### config.mk
export PLATFORM = sky130hd
export DESIGN_NAME = fetch_unit
export DESIGN_NICKNAME = d
export VERILOG_FILES = /design/src/rtl/fetch_types.sv /design/src/rtl/reg_ld.sv /design/src/rtl/fetch_unit.sv
export SDC_FILE = /design/constraint.sdc
export NUM_CORES = 1
export LEC_CHECK = 0
export CELL_PAD_IN_SITES_DETAIL_PLACEMENT = 0
export CELL_PAD_IN_SITES_GLOBAL_PLACEMENT = 1
export CORE_AREA = 2 2 173 218
export CTS_CLUSTER_SIZE = 20
export DETAILED_ROUTE_END_ITERATION = 10
export DIE_AREA = 0 0 175 220
export GPL_TIMING_DRIVEN = 0
export PLACE_DENSITY_LB_ADDON = 0.1
export SLEW_MARGIN = 20
export SYNTH_ARGS = -nofsm -noshare
export SYNTH_HDL_FRONTEND = slang
export SYNTH_SLANG_ARGS = --single-unit
### constraint.sdc
create_clock -name clk -period 3.53 [get_ports clk]
set_clock_uncertainty 0.2 [all_clocks]
set_input_delay 0.706 -clock clk [delete_from_list [all_inputs] [get_ports clk]]
set_output_delay 0.706 -clock clk [all_outputs]
set_load 0.02 [all_outputs]
### src/rtl/fetch_types.sv
// Shared fetch-stage types and constants.
package fetch_types;

  typedef enum logic [2:0] {
    IDLE,
    ISSUE,
    WAIT,
    HOLD,
    FAULT
  } fetch_state_t;

  localparam logic [63:0] INSTR_BYTES = 64'd4;
  localparam logic [31:0] NOP_INSTR   = 32'h0000_0013;

  function automatic logic is_aligned(input logic [1:0] lsbs);
    return lsbs == 2'b00;
  endfunction

endpackage

### src/rtl/reg_ld.sv
// Loadable register with synchronous active-high reset.
module reg_ld #(
  parameter int unsigned       WIDTH     = 64,
  parameter logic [WIDTH-1:0]  RESET_VAL = '0
) (
  input  logic             clk,
  input  logic             reset,
  input  logic             ld,
  input  logic [WIDTH-1:0] d,
  output logic [WIDTH-1:0] q
);

  always_ff @(posedge clk) begin
    if (reset)   q <= RESET_VAL;
    else if (ld) q <= d;
  end

endmodule

### src/rtl/fetch_unit.sv
// Instruction fetch: one read in flight, held result with ready handshake,
// redirect/kill handling and misaligned-target fault state.
module fetch_unit
  import fetch_types::*;
#(
  parameter logic [63:0] RESET_PC    = 64'h0,
  parameter int unsigned MEM_LATENCY = 1
) (
  input  logic        clk,
  input  logic        reset,
  input  logic        fetch_req,
  input  logic        redirect_valid,
  input  logic [63:0] redirect_pc,
  output logic        mem_rd,
  output logic [63:0] mem_addr,
  input  logic [31:0] mem_rdata,
  output logic [31:0] instr,
  output logic        instr_valid,
  input  logic        instr_ready,
  output logic [63:0] pc,
  output logic [63:0] pc_plus4,
  output logic        misaligned_fault
);

  fetch_state_t state, state_nxt;
  logic [63:0]  fetch_pc, fetch_pc_d;
  logic         fetch_pc_ld;
  logic [2:0]   cnt, cnt_nxt;
  logic         kill, kill_nxt;
  logic [63:0]  kill_pc, kill_pc_nxt;
  logic         capture;

  reg_ld #(
    .WIDTH     (64),
    .RESET_VAL (RESET_PC)
  ) u_fetch_pc (
    .clk   (clk),
    .reset (reset),
    .ld    (fetch_pc_ld),
    .d     (fetch_pc_d),
    .q     (fetch_pc)
  );

  always_comb begin
    state_nxt   = state;
    cnt_nxt     = cnt;
    kill_nxt    = kill;
    kill_pc_nxt = kill_pc;
    fetch_pc_ld = 1'b0;
    fetch_pc_d  = fetch_pc;
    capture     = 1'b0;
    unique case (state)
      IDLE: begin
        if (redirect_valid) begin
          if (is_aligned(redirect_pc[1:0])) begin
            fetch_pc_ld = 1'b1;
            fetch_pc_d  = redirect_pc;
          end else begin
            state_nxt = FAULT;
          end
        end else if (fetch_req) begin
          state_nxt = ISSUE;
        end
      end
      ISSUE: begin
        cnt_nxt   = 3'(MEM_LATENCY);
        state_nxt = WAIT;
        if (redirect_valid) begin
          kill_nxt    = 1'b1;
          kill_pc_nxt = redirect_pc;
        end
      end
      WAIT: begin
        cnt_nxt = cnt - 3'd1;
        if (redirect_valid) begin
          kill_nxt    = 1'b1;
          kill_pc_nxt = redirect_pc;
        end
        // a redirect arriving in the last wait cycle still kills this read
        if (cnt == 3'd1) begin
          if (kill_nxt) begin
            kill_nxt = 1'b0;
            if (is_aligned(kill_pc_nxt[1:0])) begin
              fetch_pc_ld = 1'b1;
              fetch_pc_d  = kill_pc_nxt;
              state_nxt   = IDLE;
            end else begin
              state_nxt = FAULT;
            end
          end else begin
            capture   = 1'b1;
            state_nxt = HOLD;
          end
        end
      end
      HOLD: begin
        if (redirect_valid) begin
          if (is_aligned(redirect_pc[1:0])) begin
            fetch_pc_ld = 1'b1;
            fetch_pc_d  = redirect_pc;
            state_nxt   = IDLE;
          end else begin
            state_nxt = FAULT;
          end
        end else if (instr_ready) begin
          fetch_pc_ld = 1'b1;
          fetch_pc_d  = fetch_pc + INSTR_BYTES;
          state_nxt   = IDLE;
        end
      end
      FAULT: begin
        if (redirect_valid && is_aligned(redirect_pc[1:0])) begin
          fetch_pc_ld = 1'b1;
          fetch_pc_d  = redirect_pc;
          state_nxt   = IDLE;
        end
      end
      default: state_nxt = IDLE;
    endcase
  end

  always_ff @(posedge clk) begin
    if (reset) begin
      state   <= IDLE;
      cnt     <= '0;
      kill    <= 1'b0;
      kill_pc <= '0;
      instr   <= NOP_INSTR;
      pc      <= RESET_PC;
    end else begin
      state   <= state_nxt;
      cnt     <= cnt_nxt;
      kill    <= kill_nxt;
      kill_pc <= kill_pc_nxt;
      if (capture) begin
        instr <= mem_rdata;
        pc    <= fetch_pc;
      end
    end
  end

  assign mem_rd           = (state == ISSUE);
  assign mem_addr         = fetch_pc;
  assign instr_valid      = (state == HOLD);
  assign misaligned_fault = (state == FAULT);
  assign pc_plus4         = pc + INSTR_BYTES;

endmodule

==> flow_summary.ini <==
[run_status]
status = finished with violations
failed_checks = negative setup slack

[logic_synthesis]
yosysTopAreaCell = dfxtp_1
ys_ff_latch = 231
netlist_area_um2 = 12600
synth-adder-area-share_pct = 0.397
synth_nets = 1847
synth_compound_area_share_pct = 23.2
synth_top_cell_area_share_pct = 36.7
yosys_warnings = 0
synth.area.mux_share_pct = 1.19
synthSimpleGateAreaFrac_pct = 28.8
synth_cell_types = 77
synthCells = 1742
synth-xor-area-share_pct = 4.65
synth_top_family_by_area = simple AND/OR/NAND/NOR gates
synth_enable_flop_cells = 0
synth.avg_cell_area_um2 = 7.24
synthFlopType = dfxtp_1
ys_seq_area_share_pct = 36.7
ys_async_sr_fraction_pct = 0
netlist_top_cells_area = dfxtp_1 (37%), nand2_1 (13%), a21oi_1 (8.8%), o21ai_0 (4.2%), xnor2_1 (3.5%)

[global_routing]
track_usage_pct = 29.3
grt_pass1_wl_um = 85900
grt_max_degree = 13
grt_pass1_vias = 13600
antenna_found_initial = 0
grt_remaining_overflow = 0

[clocking]
clockBufferDepth = 3
cts.sinks = 231
clk_pin_slew_ns = 0.06
holdBufCountCts = 0
cts-buffers-inserted = 27
cts_tree = done
root_buffer = clkbuf_16
htree_levels = 1
clock_latency_ns = 0.56

[finish]
syn_to_final_growth_pct = 42.5
antenna_cells = 0
drive_above_1_share_pct = 10.2
utilization_pct = 49.0
fin_nets = 2235
layout_common_cells = nand2_1 (419), clkdlybuf4s50_1 (279), a21oi_1 (222), dfxtp_1 (201), o21ai_0 (106)
final_common_cell = nand2_1

[timing]
period_share_pct = 102
layout_setup_ws_ns = -0.0596
setup_viol = 2
fin_setup_tns_ns = -0.104
hold_viol = 0
maxSlewHeadroom_pct = 27.9
rsz0062_at_grt = true
slew_violations = 0
fin_crit_ns = 3.59
tightest_slew_ns = 1.07
fmax_mhz = 279

[die]
io-pin-count = 328
die_h_um = 220
rows = 79
initial_core_util_pct = 34.4
die_w_um = 175
dieArea_um2 = 38500
core_um2 = 36700

[routing]
dr.first_iter.drc_count = 1279
firstDrtPassIters = 6
vias = 14700
drc = 0
ant_nets = 0
vias_per_cell = 5.58
drt-total-wl_um = 58900
wl_per_cell_um = 22.3

[setup_path]
worstSetupPathType = reg2out
critPathCapture = pc_plus4[60]
crit_required_ns = 2.62
rrSetupSlack_ns = 0.13
end_kind = primary output
start_kind = flop
regToRegEndpoint = u_fetch_pc.q[54]
critPathArrivalTime_ns = 2.68
cp_max_fo = 6
r2r-start = u_fetch_pc.q[2]
reg2regPathDepth = 8
critPathLaunch = pc[2]

[power_and_ir_drop]
power_frac_seq_pct = 35.8
clockPowerShare_pct = 33.8
p_int_w = 0.00546
swShare_pct = 36.8
p_total_w = 0.00865
combPwrFrac_pct = 30.4
power_leakage_nw = 6.34
ir_drop_v = 0.000353
power.switching_w = 0.00319
powerDensity_nw_per_um2 = 481

[job]
max_cap_viol_count = 0

[place]
place_ws_ns = -1.19
hpwlAfterDp_um = 44400
numPortBuffers = 326
place.gp.congestion = 0.946

[min_path]
hold_path.startpoint = kill_pc[12]
hp-class = reg2reg
cell type report:
type | count | area, um2
Buffer | 138 | 566
Clock buffer | 36 | 729
Clock inverter | 11 | 166
Fill cell | 3760 | 18700
Inverter | 23 | 86.3
Multi-Input combinational cell | 1347 | 7690
Sequential cell | 231 | 4690
Tap cell | 486 | 608
Timing Repair Buffer | 362 | 3450
flip-flops by register name, summed over array words and instances (netlist names):
| name | cells |
|---|---|
| instr | 32 |
| pc | 64 |
| state | 3 |
| cnt | 3 |
| kill | 1 |
| u_fetch_pc.q | 64 |
| kill_pc | 64 |
cell families (layout without fill, tap and decap cells):
family,Yosys count,after routing
AO/OA/AOI/OAI,485,485
XOR/XNOR,67,67
adder cells (fa/ha/maj),4,4
buffers and inverters,164,570
flip-flops,231,231
multiplexers,15,15
AND/OR/NAND/NOR,776,776
worst max-delay path: stages (launching register included):
cell	delay (ns)
dfxtp_4	0.38
ha_4	0.18
nand2_8	0.08
nor4_4	0.23
nand4_1	0.34
nor4_4	0.25
buf_6	0.18
buf_4	0.12
nand2_4	0.04
xnor2_2	0.15
buf_4	0.17
power by group through the flow:
stage / clock network, W / logic, W / registers [W]
CTS: 0.00296 / 0.00257 / 0.00309
global placement: 0 / 0.00255 / 0.00314
floorplan: 0 / 0.00142 / 0.00314
finish: 0.00293 / 0.00263 / 0.00310
detailed placement: 0 / 0.00256 / 0.00315
global route: 0.00306 / 0.00281 / 0.00312
metrics by stage:
stage,hold slack (ns),cells,area [um2]
3_5_place_dp,0.246,2554,16500
5_1_grt,0.267,2634,18000
2_1_floorplan,0.232,1742,12600
6_report,0.254,2634,18000
4_1_cts,0.254,2618,17800
3_3_place_gp,0.238,2554,16500
routing by layer:
metal  up-vias  wire [um]  GRT usage (%)
li1       6961          -              -
met4         0       2140           11.5
met3       107       4190           4.40
met5         -          0              0
met2       652      27800           49.6
met1      6969      24700           37.5
synthesized netlist by cell type (8+ instances only):
cell and instances:
and4_1 21, clkbuf_1 115, a21oi_1 222, nand2b_1 11
a221oi_1 11, a22o_1 19, nand2_1 425, a21o_1 8
buf_2 8, a22oi_1 12, a211oi_1 8, nor2_1 84
a31oi_1 15, buf_1 13, o21ai_0 106, nor3_1 33
dfxtp_1 231, a221o_1 10, xor2_1 16, mux2i_1 15
nand4_1 36, inv_1 23, nand3_1 53, and2_1 13
nor4_1 33, and3_1 19, xnor2_1 51
how the worst min path moves through the flow:
stage          slack [ns]          end  depth (start not counted)
3_3_place_gp         0.24  kill_pc[13]                          2
2_1_floorplan        0.23  kill_pc[13]                          2
3_5_place_dp         0.25  kill_pc[13]                          2
5_1_grt              0.27     instr[9]                          2
6_report             0.25  kill_pc[12]                          2
4_1_cts              0.25  kill_pc[13]                          2
timing repair:
item	CTS	global route
pin swaps	16	15
endpoints found under the setup margin	101	91
gates resized for setup	189	92
setup buffers	19	17
Note: power is estimated with default switching activity, not from simulation.
